==> config.mk <==
export PLATFORM = sky130hd
export DESIGN_NAME = note_queue_player_flat
export DESIGN_NICKNAME = d
export VERILOG_FILES = /design/src/rtl/musician_pkg.sv /design/src/rtl/note_queue_player_if.sv /design/src/rtl/note_fifo.sv /design/src/rtl/note_queue_player.sv /design/src/flat_wrapper.sv
export SDC_FILE = /design/constraint.sdc
export NUM_CORES = 1
export LEC_CHECK = 0
export CAP_MARGIN = 5
export CORE_ASPECT_RATIO = 0.75
export CORE_MARGIN = 3
export CORE_UTILIZATION = 55
export CTS_CLUSTER_DIAMETER = 150
export DETAILED_ROUTE_END_ITERATION = 7
export PLACE_DENSITY_LB_ADDON = 0.12
export SETUP_SLACK_MARGIN = 0.15
export SLEW_MARGIN = 20
export SYNTH_ARGS = -nofsm -noshare
export SYNTH_HDL_FRONTEND = slang
export SYNTH_SLANG_ARGS = --single-unit
==> constraint.sdc <==
create_clock -name clock -period 3.1 [get_ports clock]
set_clock_uncertainty 0.15 [all_clocks]
set_input_delay 0.62 -clock clock [delete_from_list [all_inputs] [get_ports clock]]
set_output_delay 0.62 -clock clock [all_outputs]
set_load 0.01 [all_outputs]
==> src/rtl/musician_pkg.sv <==
// rtl/musician_pkg.sv - shared note table, widths and player state encoding
package musician_pkg;
    localparam int NOTE_W    = 3;
    localparam int HALF_W    = 17;
    localparam int NUM_NOTES = 8;

    typedef enum logic [1:0] {
        ST_IDLE = 2'd0,
        ST_PLAY = 2'd1,
        ST_GAP  = 2'd2
    } state_t;

    // Half-period in clock cycles at 50 MHz, C4 up to C5.
    localparam logic [HALF_W-1:0] NOTE_DIV [NUM_NOTES] = '{
        17'd95556, 17'd85131, 17'd75843, 17'd71586,
        17'd63776, 17'd56818, 17'd50619, 17'd47778
    };

    function automatic logic [HALF_W-1:0] half_period(input logic [NOTE_W-1:0] idx);
        return NOTE_DIV[idx];
    endfunction
endpackage

==> src/rtl/note_queue_player_if.sv <==
// rtl/note_queue_player_if.sv - key strobe and audio bundle for note_queue_player
interface note_queue_player_if #(
    parameter int NUM_KEYS   = 8,
    parameter int FIFO_DEPTH = 8
);
    import musician_pkg::*;

    logic [NUM_KEYS-1:0]         key_pulse;
    logic                        tone_out;
    logic                        playing;
    logic [NOTE_W-1:0]           cur_note;
    logic [$clog2(FIFO_DEPTH):0] fifo_count;
    logic                        overflow;

    modport master (output key_pulse, input tone_out, playing, cur_note, fifo_count, overflow);
    modport slave  (input key_pulse, output tone_out, playing, cur_note, fifo_count, overflow);
endinterface

==> src/rtl/note_fifo.sv <==
// rtl/note_fifo.sv - note index queue; a pop in the same cycle lets a full queue accept a push
module note_fifo #(
    parameter int WIDTH = 3,
    parameter int DEPTH = 8,
    localparam int AW   = $clog2(DEPTH)
) (
    input  logic             clock,
    input  logic             reset,
    input  logic             push,
    input  logic             pop,
    input  logic [WIDTH-1:0] din,
    output logic [WIDTH-1:0] dout,
    output logic [AW:0]      count,
    output logic             full,
    output logic             empty,
    output logic             overflow
);
    logic [WIDTH-1:0] mem_q [DEPTH];
    logic [WIDTH-1:0] mem_d [DEPTH];
    logic [AW-1:0]    wr_ptr_q, wr_ptr_d;
    logic [AW-1:0]    rd_ptr_q, rd_ptr_d;
    logic [AW:0]      count_q, count_d;
    logic             overflow_q, overflow_d;
    logic             do_push, do_pop;

    // DEPTH is a power of two, so the count MSB is set only when full.
    assign full     = count_q[AW];
    assign empty    = (count_q == '0);
    assign dout     = mem_q[rd_ptr_q];
    assign count    = count_q;
    assign overflow = overflow_q;

    always_comb begin
        do_pop     = pop && !empty;
        do_push    = push && (!full || do_pop);
        overflow_d = push && !do_push;
        mem_d      = mem_q;
        wr_ptr_d   = wr_ptr_q;
        rd_ptr_d   = rd_ptr_q;
        count_d    = count_q;
        if (do_push) begin
            mem_d[wr_ptr_q] = din;
            wr_ptr_d        = wr_ptr_q + 1'b1;
        end
        if (do_pop) begin
            rd_ptr_d = rd_ptr_q + 1'b1;
        end
        case ({do_push, do_pop})
            2'b10:   count_d = count_q + 1'b1;
            2'b01:   count_d = count_q - 1'b1;
            default: count_d = count_q;
        endcase
    end

    always_ff @(posedge clock or negedge reset) begin
        if (!reset) begin
            for (int i = 0; i < DEPTH; i++) begin
                mem_q[i] <= '0;
            end
            wr_ptr_q   <= '0;
            rd_ptr_q   <= '0;
            count_q    <= '0;
            overflow_q <= 1'b0;
        end else begin
            mem_q      <= mem_d;
            wr_ptr_q   <= wr_ptr_d;
            rd_ptr_q   <= rd_ptr_d;
            count_q    <= count_d;
            overflow_q <= overflow_d;
        end
    end
endmodule

==> src/rtl/note_queue_player.sv <==
// rtl/note_queue_player.sv - key strobe encoder, note queue and square-wave player
// Define NOTE_GAP_EN to insert GAP_CYCLES of silence after every note.
module note_queue_player
    import musician_pkg::*;
#(
    parameter int NUM_KEYS    = 8,
    parameter int FIFO_DEPTH  = 8,
    parameter int NOTE_CYCLES = 12500000,
    parameter int GAP_CYCLES  = 2500000
) (
    input  logic               clock,
    input  logic               reset,
    note_queue_player_if.slave bus
);
    localparam int DUR_MAX = (NOTE_CYCLES > GAP_CYCLES) ? NOTE_CYCLES : GAP_CYCLES;
    localparam int DUR_W   = (DUR_MAX > 1) ? $clog2(DUR_MAX) : 1;
    localparam int CNT_W   = $clog2(FIFO_DEPTH) + 1;

    state_t            state_q, state_d;
    logic [HALF_W-1:0] half_cnt_q, half_cnt_d;
    logic [DUR_W-1:0]  dur_cnt_q, dur_cnt_d;
    logic              tone_q, tone_d;
    logic              playing_q, playing_d;
    logic [NOTE_W-1:0] cur_note_q, cur_note_d;

    logic              push;
    logic [NOTE_W-1:0] push_note;
    logic              fifo_pop;
    logic              fifo_empty;
    logic              unused_full;
    logic              fifo_overflow;
    logic [NOTE_W-1:0] fifo_head;
    logic [CNT_W-1:0]  fifo_count;

    always_comb begin
        push      = |bus.key_pulse;
        push_note = '0;
        // Scan from the top so the lowest set bit wins.
        for (int i = NUM_KEYS - 1; i >= 0; i--) begin
            if (bus.key_pulse[i]) push_note = NOTE_W'(i);
        end
    end

    note_fifo #(
        .WIDTH (NOTE_W),
        .DEPTH (FIFO_DEPTH)
    ) u_fifo (
        .clock    (clock),
        .reset    (reset),
        .push     (push),
        .pop      (fifo_pop),
        .din      (push_note),
        .dout     (fifo_head),
        .count    (fifo_count),
        .full     (unused_full),
        .empty    (fifo_empty),
        .overflow (fifo_overflow)
    );

    always_comb begin
        state_d    = state_q;
        half_cnt_d = half_cnt_q;
        dur_cnt_d  = dur_cnt_q;
        tone_d     = tone_q;
        playing_d  = playing_q;
        cur_note_d = cur_note_q;
        fifo_pop   = 1'b0;
        unique case (state_q)
            ST_IDLE: begin
                tone_d    = 1'b0;
                playing_d = 1'b0;
                if (!fifo_empty) begin
                    fifo_pop   = 1'b1;
                    cur_note_d = fifo_head;
                    half_cnt_d = '0;
                    dur_cnt_d  = '0;
                    tone_d     = 1'b1;
                    playing_d  = 1'b1;
                    state_d    = ST_PLAY;
                end
            end
            ST_PLAY: begin
                if (half_cnt_q == half_period(cur_note_q) - 1'b1) begin
                    tone_d     = !tone_q;
                    half_cnt_d = '0;
                end else begin
                    half_cnt_d = half_cnt_q + 1'b1;
                end
                if (dur_cnt_q == DUR_W'(NOTE_CYCLES - 1)) begin
                    tone_d    = 1'b0;
                    playing_d = 1'b0;
                    dur_cnt_d = '0;
`ifdef NOTE_GAP_EN
                    state_d   = ST_GAP;
`else
                    state_d   = ST_IDLE;
`endif
                end else begin
                    dur_cnt_d = dur_cnt_q + 1'b1;
                end
            end
`ifdef NOTE_GAP_EN
            ST_GAP: begin
                tone_d    = 1'b0;
                playing_d = 1'b0;
                if (dur_cnt_q == DUR_W'(GAP_CYCLES - 1)) begin
                    dur_cnt_d = '0;
                    state_d   = ST_IDLE;
                end else begin
                    dur_cnt_d = dur_cnt_q + 1'b1;
                end
            end
`endif
            default: state_d = ST_IDLE;
        endcase
    end

    always_ff @(posedge clock or negedge reset) begin
        if (!reset) begin
            state_q    <= ST_IDLE;
            half_cnt_q <= '0;
            dur_cnt_q  <= '0;
            tone_q     <= 1'b0;
            playing_q  <= 1'b0;
            cur_note_q <= '0;
        end else begin
            state_q    <= state_d;
            half_cnt_q <= half_cnt_d;
            dur_cnt_q  <= dur_cnt_d;
            tone_q     <= tone_d;
            playing_q  <= playing_d;
            cur_note_q <= cur_note_d;
        end
    end

    assign bus.tone_out   = tone_q;
    assign bus.playing    = playing_q;
    assign bus.cur_note   = cur_note_q;
    assign bus.fifo_count = fifo_count;
    assign bus.overflow   = fifo_overflow;
endmodule

==> src/flat_wrapper.sv <==
// flat-port wrapper written by rule: the top's interface ports become plain ports
module note_queue_player_flat import musician_pkg::*;
#(
    parameter int NUM_KEYS    = 8,
    parameter int FIFO_DEPTH  = 8,
    parameter int NOTE_CYCLES = 12500000,
    parameter int GAP_CYCLES  = 2500000
)
  (clock, reset, bus_key_pulse, bus_tone_out, bus_playing, bus_cur_note, bus_fifo_count, bus_overflow);
  note_queue_player_if #(.NUM_KEYS(NUM_KEYS), .FIFO_DEPTH(FIFO_DEPTH)) bus_i ();
  input  logic clock;
  input  logic reset;
  input wire logic [$bits(bus_i.key_pulse)-1:0] bus_key_pulse;
  output wire logic [$bits(bus_i.tone_out)-1:0] bus_tone_out;
  output wire logic [$bits(bus_i.playing)-1:0] bus_playing;
  output wire logic [$bits(bus_i.cur_note)-1:0] bus_cur_note;
  output wire logic [$bits(bus_i.fifo_count)-1:0] bus_fifo_count;
  output wire logic [$bits(bus_i.overflow)-1:0] bus_overflow;
  assign bus_i.key_pulse = bus_key_pulse;
  assign bus_tone_out = bus_i.tone_out;
  assign bus_playing = bus_i.playing;
  assign bus_cur_note = bus_i.cur_note;
  assign bus_fifo_count = bus_i.fifo_count;
  assign bus_overflow = bus_i.overflow;
  note_queue_player #(.NUM_KEYS(NUM_KEYS), .FIFO_DEPTH(FIFO_DEPTH), .NOTE_CYCLES(NOTE_CYCLES), .GAP_CYCLES(GAP_CYCLES)) u_core (.clock(clock), .reset(reset), .bus(bus_i));
endmodule
==> qor.yml, run 1 <==
setup_path:
  cp.arrival_ps: 2980
  critical_path_buf_inv_count: 2
  worstPathRequired_ps: 3170
  crit_path_end_kind: "flop"
  crit_path_max_fanout: 9
  r2r-start: "u_core.bus.cur_note[1]"
  crit_path_top_delay_cell: "dfrtp_2"
  cp-start-kind: "flop"
  cpPeakStageDelay_ps: 430
  ff2ff_setup_slack_ps: 190
  r2r_end: "u_core.half_cnt_q[12]"
  reg2reg_depth: 12
  crit_top_cell: "o21ai_2"
  crit_type: "flop to flop"
  cp_top_family: "simple AND/OR/NAND/NOR gates"
  crit_chain: "inv_2, ha_4, mux2i_1, ha_2, nor3b_4, nor2b_4, o21ai_2, or4_4, nor3_4, nand2b_4, buf_12, o21ai_2"
global_route:
  antenna_found_initial: 0
  grt_first_pass_wirelength_um: 17260
  grt_max_degree: 44
  grtUsageTotal_pct: 21.97
  gr-total-overflow: 0
  grt_pass1_vias: 3525
timing:
  setup-tns-final_ps: 0
  fin_ws_ps: 190.5
  grt_setup_unrepaired: "yes"
  fin_crit_sh_pct: 93.86
  slew_violations: 0
  relSlewSlack_pct: 52.36
  fmax_mhz: 343.7
  hold-worst-slack_ps: 123.2
  setup_violations: 0
  min_period_ps: 2910
  hold_viol: 0
  worst_pin_slew_ps: 714.5
clock_network:
  clk_pin_slew_ps: 60
  cts_tree: "built"
  insertion_delay_ps: 340
  cts_buffer_depth: 2
  cts_buffers: 9
  clockRootBuffer: "clkbuf_16"
  cts.sinks: 82
  h-tree-depth: 3
run:
  maxCapViolations: 0
drt:
  vias: 3682
  drt-total-wl_um: 10170
  vias_per_cell: 5.826
  drtPass1Iterations: 4
  wl_met1_um: 5234
  drcViolationCount: 0
  antenna_left: 0
  maxUsedRoutingLayer: "met4"
  wl_met2_um: 4357
  wl_met3_um: 460
  routedWlPerCell_um: 16.09
  initialDrtViolationCount: 201
synthesis:
  synth_top_area_share_pct: 42.53
  synth_seq_cells: 82
  seq_area_frac_synth_pct: 42.53
  synth.most_common_cell: "dfrtp_1"
  synthArstFlopShare_pct: 100.0
  yosysUniqueCellTypes: 56
  synth_top_family_by_area: "simple AND/OR/NAND/NOR gates"
  ys.warnings.count: 0
  synth_adder_area_share_pct: 4.046
  synth.largest_area_cell: "dfrtp_1"
  synthXorXnorAreaFrac_pct: 6.717
  synth-simple-area-share_pct: 19.63
  synthMuxAreaShare_pct: 10.27
  synth_common_cells: "dfrtp_1, nand2_1, o21ai_0, mux2_2, xor2_1"
  synth_edf_count: 0
  ys.flop_type: "dfrtp_1"
  synthCells: 493
  synth.avg_cell_area_um2: 9.786
  synth_compound_area_share_pct: 12.29
  syn_nets: 518
  synth_area_um2: 4825
  synth_area_leaders: "dfrtp_1, nand2_1, mux2_2"
power_and_ir_drop:
  p_leak_nw: 2.414
  power_mw: 3.441
  vdd_drop_max_mv: 0.4646
  power_density_nw_per_um2: 606.9
floorplan:
  start_util_pct: 58.85
  die_x_um: 114.2
  dieArea_um2: 9944
  ios: 20
  rows: 28
  die_y_um: 87.11
  core_area_um2: 8198
placement:
  hpwl_um: 7159
  placed_cell_area_um2: 5234
  io_buffers: 19
  pre_cts_slack_ps: -193.6
  gp_congestion: 0.8482
outcome:
  status: "finished, final reports clean"
finish:
  stdcell_area_um2: 5670
  syn2layout_area_growth_pct: 17.53
  insertedDiodeCount: 0
  drive_above_1_share_pct: 20.49
  nets: 548
  fill_cells: 636
min_path:
  hold_path.class: "input pin to async pin"
[cell usage in the layout, fill, tap and decap left out, types with 8 or more instances in the layout]
| cell | count |
|---|---|
| xnor2_1 | 16 |
| nand3_1 | 19 |
| o21ai_0 | 33 |
| xor2_1 | 21 |
| clkdlybuf4s50_1 | 18 |
| a21oi_1 | 14 |
| and3_1 | 9 |
| nor2_1 | 18 |
| mux2_2 | 24 |
| nor3_1 | 8 |
| buf_4 | 27 |
| dfrtp_1 | 80 |
| nand2_1 | 73 |
| nand4_1 | 8 |
| clkbuf_16 | 9 |
| ha_1 | 11 |
| mux2i_1 | 9 |
| o21ai_2 | 11 |
| inv_1 | 11 |
[cell families (layout without fill, tap and decap cells)]
kind of cell / after synthesis / count (layout)
flops: 82 / 82
simple gates: 183 / 183
xor+xnor: 37 / 37
fa+ha+maj: 15 / 15
buf+inv: 43 / 77
mux: 39 / 39
compound gates: 94 / 94
[layout make-up]
class / count / area, um^2 / area share, %
multi-input cells: 368 / 2635 / 46.47
well taps: 105 / 131.4 / 2.317
repair buffers: 49 / 454.2 / 8.010
clock inverters: 4 / 98.84 / 1.743
inverters: 13 / 53.80 / 0.9488
clock buffers: 11 / 242.7 / 4.281
flip-flops and latches: 82 / 2054 / 36.23
[per-layer routing]
layer / GRT usage [%] / up-vias
li1: - / 1812
met1: 33.54 / 1777
met2: 31.30 / 80
met3: 5.208 / 13
met4: 6.041 / 0
met5: 0 / -
[flip-flops by register name, indices dropped and copies added, names as in the netlist]
signal                  cells
u_core.u_fifo.rd_ptr_q      3
u_core.bus.cur_note         3
u_core.u_fifo.count         4
u_core.dur_cnt_q           24
u_core.bus.tone_out         1
u_core.u_fifo.mem_q        24
u_core.bus.playing          1
u_core.half_cnt_q          17
u_core.u_fifo.wr_ptr_q      3
u_core.u_fifo.overflow      1
u_core.state_q              1
[power breakdown]
group          switching (mW)  total (mW)  internal, mW
Combinational           0.288       0.691         0.403
Sequential              0.235        1.52          1.29
Clock                   0.419        1.23         0.808
Total                   0.942        3.44          2.50
[how the worst max path moves through the flow]
stage	startpoint	endpoint	slack [ps]	depth (start not counted)
global placement	bus_key_pulse[1]	u_core.u_fifo.count[3]	-130	12
CTS	u_core.bus.cur_note[1]	u_core.half_cnt_q[14]	160	12
floorplan	u_core.bus.cur_note[0]	u_core.half_cnt_q[0]	100	14
finish	u_core.bus.cur_note[1]	u_core.half_cnt_q[12]	190	12
detailed placement	bus_key_pulse[1]	u_core.u_fifo.count[3]	-190	12
global route	bus_key_pulse[3]	u_core.u_fifo.count[3]	80	12
[repair_timing]
item | CTS | global route
buffers inserted | 2 | 2
resized for setup | 1 | 12
hold buffers | 0 | 0
endpoints found under the setup margin | 17 | 20
cloned | 0 | 0
pin swaps | 1 | 4
[per-stage QoR]
| stage | util [%] | instances |
|---|---|---|
| 3_3_place_gp | 63.84 | 613 |
| 2_1_floorplan | - | 493 |
| 6_report | 69.17 | 632 |
| 4_1_cts | 68.42 | 630 |
| 5_1_grt | 69.17 | 632 |
| 3_5_place_dp | 63.84 | 613 |
Note: power is estimated with default switching activity, not from simulation.
==> run 2: changes to the inputs <==
- CTS_BUF_LIST: unset -> sky130_fd_sc_hd__clkbuf_8
==> qor.yml, run 2 (synthesized netlist as in run 1, its figures left out) <==
outcome:
  status: "finished, final reports clean"
clock_network:
  cts_tree: "built"
  cts_buffer_depth: 2
  cts_buffers: 9
  clk_pin_slew_ps: 80
  clockRootBuffer: "clkbuf_8"
  cts.sinks: 82
  cts_hold_repair.buffers: 0
  insertion_delay_ps: 350
  h-tree-depth: 3
setup_path:
  crit_path_top_delay_cell: "dfrtp_2"
  crit_top_cell: "o21ai_2"
  r2r-start: "u_core.bus.cur_note[1]"
  cp_top_family: "simple AND/OR/NAND/NOR gates"
  worstPathRequired_ps: 3190
  ff2ff_setup_slack_ps: 180
  cpPeakStageDelay_ps: 440
  reg2reg_depth: 12
  crit_chain: "inv_2, ha_4, mux2i_1, ha_2, nor3b_4, nor2b_4, o21ai_2, or4_4, nor3_4, nand2b_4, clkbuf_16, o21ai_2"
  cp.arrival_ps: 3000
  r2r_end: "u_core.half_cnt_q[14]"
  cp-start-kind: "flop"
  crit_path_end_kind: "flop"
  crit_type: "flop to flop"
  critPathLaunch: "u_core.bus.cur_note[1]"
  crit_path_max_fanout: 5
  critical_path_buf_inv_count: 2
power_and_ir_drop:
  seqPwrFrac_pct: 48.4
  vdd_drop_max_mv: 0.4162
  p_int_mw: 2.242
  power_density_nw_per_um2: 561.2
  power_mw: 3.142
  p_comb_share_pct: 21.9
  p_switching_mw: 0.8998
  clkPwrFrac_pct: 29.7
  sw_frac_of_total_pct: 28.63
  p_leak_nw: 2.388
finish:
  top_regs: "u_core.dur_cnt_q (24), u_core.u_fifo.mem_q (24), u_core.half_cnt_q (17)"
  final_cell_mix: "dfrtp_1, nand2_1, o21ai_0"
  layout_commonest_cell: "dfrtp_1"
  drive_above_1_share_pct: 20.79
  insertedDiodeCount: 0
  nets: 550
  final_util_pct: 68.30
  syn2layout_area_growth_pct: 16.05
global_route:
  grt_max_degree: 44
  grtUsageTotal_pct: 21.96
  grt_first_pass_wirelength_um: 17190
  grt_pass1_vias: 3539
  gr-total-overflow: 0
  antenna_found_initial: 0
drt:
  routedWlPerCell_um: 16.01
  antenna_left: 0
  drtPass1Iterations: 4
  initialDrtViolationCount: 183
  vias: 3701
  drt-total-wl_um: 10150
  vias_per_cell: 5.838
  drcViolationCount: 0
timing:
  setup_violations: 0
  setup-tns-final_ps: 0
  fin_ws_ps: 183.1
  relSlewSlack_pct: 51.04
  worst_pin_slew_ps: 734.4
  min_period_ps: 2917
  hold_viol: 0
  fmax_mhz: 342.8
  slew_violations: 0
  fin_crit_sh_pct: 94.09
  grt_setup_unrepaired: "yes"
floorplan:
  rows: 28
  die_x_um: 114.2
  ios: 20
  core_area_um2: 8198
  start_util_pct: 58.85
  die_y_um: 87.11
  dieArea_um2: 9944
placement:
  hpwl_um: 7159
  pre_cts_slack_ps: -193.6
  gp_congestion: 0.8482
  io_buffers: 19
run:
  maxCapViolations: 0
min_path:
  hold_path.class: "input pin to async pin"
[run 2: worst max-delay path by stage]
stage / endpoint / cells after the start
floorplan: u_core.half_cnt_q[0] / 14
global placement: u_core.u_fifo.count[3] / 12
detailed placement: u_core.u_fifo.count[3] / 12
CTS: u_core.half_cnt_q[14] / 12
global route: u_core.half_cnt_q[9] / 12
finish: u_core.half_cnt_q[14] / 12
[run 2: power by group through the flow]
| stage | registers, mW | clock network (mW) | logic, mW |
|---|---|---|---|
| global placement | 1.52 | 0 | 0.656 |
| CTS | 1.52 | 0.954 | 0.687 |
| global route | 1.56 | 1.01 | 0.772 |
| floorplan | 1.43 | 0 | 0.512 |
| detailed placement | 1.53 | 0 | 0.685 |
| finish | 1.52 | 0.934 | 0.688 |
[run 2: timing repair]
action | CTS | global route
gates cloned | 0 | 2
endpoints found under the setup margin | 17 | 20
gates resized for setup | 1 | 11
endpoints found under the hold margin | 0 | 0
pin swaps | 1 | 5
buffers inserted | 2 | 2
[run 2: final cells by class]
cell class / instances / area [um^2]
flip-flops and latches: 82 / 2054
clock buffers: 10 / 137.6
multi-input cells: 369 / 2644
fillers: 643 / 2599
well taps: 105 / 131.4
clock inverters: 5 / 102.6
repair buffers: 50 / 475.5
inverters: 13 / 53.80
[run 2: through the flow]
step                      std cells  cell area [um^2]  hold slack, ps
after floorplan                 493              4877           174.4
after detailed placement        613              5234           336.7
after global routing            634              5599           125.3
final                           634              5599           102.7
after CTS                       630              5508           109.2
after global placement          613              5234           319.9
[run 2: per-layer routing]
| metal | vias to the layer above | global-route usage, % | part of all wire (%) |
|---|---|---|---|
| met5 | - | 0 | 0 |
| met3 | 9 | 5.139 | 4.0 |
| met4 | 0 | 6.580 | 1.1 |
| met2 | 68 | 31.51 | 44 |
| li1 | 1812 | - | - |
| met1 | 1812 | 33.17 | 51 |
[run 2: worst register-to-register path, cell delays in order, from the launching register on]
cell	delay [ps]
dfrtp_2	440
inv_2	90
ha_4	210
mux2i_1	140
ha_2	210
nor3b_4	210
nor2b_4	190
o21ai_2	60
or4_4	430
nor3_4	250
nand2b_4	220
clkbuf_16	160
o21ai_2	50
==> run 3: changes to the inputs <==
- CTS_BUF_LIST: sky130_fd_sc_hd__clkbuf_8 -> unset
==> results of run 3 <==
Same layout as run 1: the final DEF is identical, and so are final timing and power.
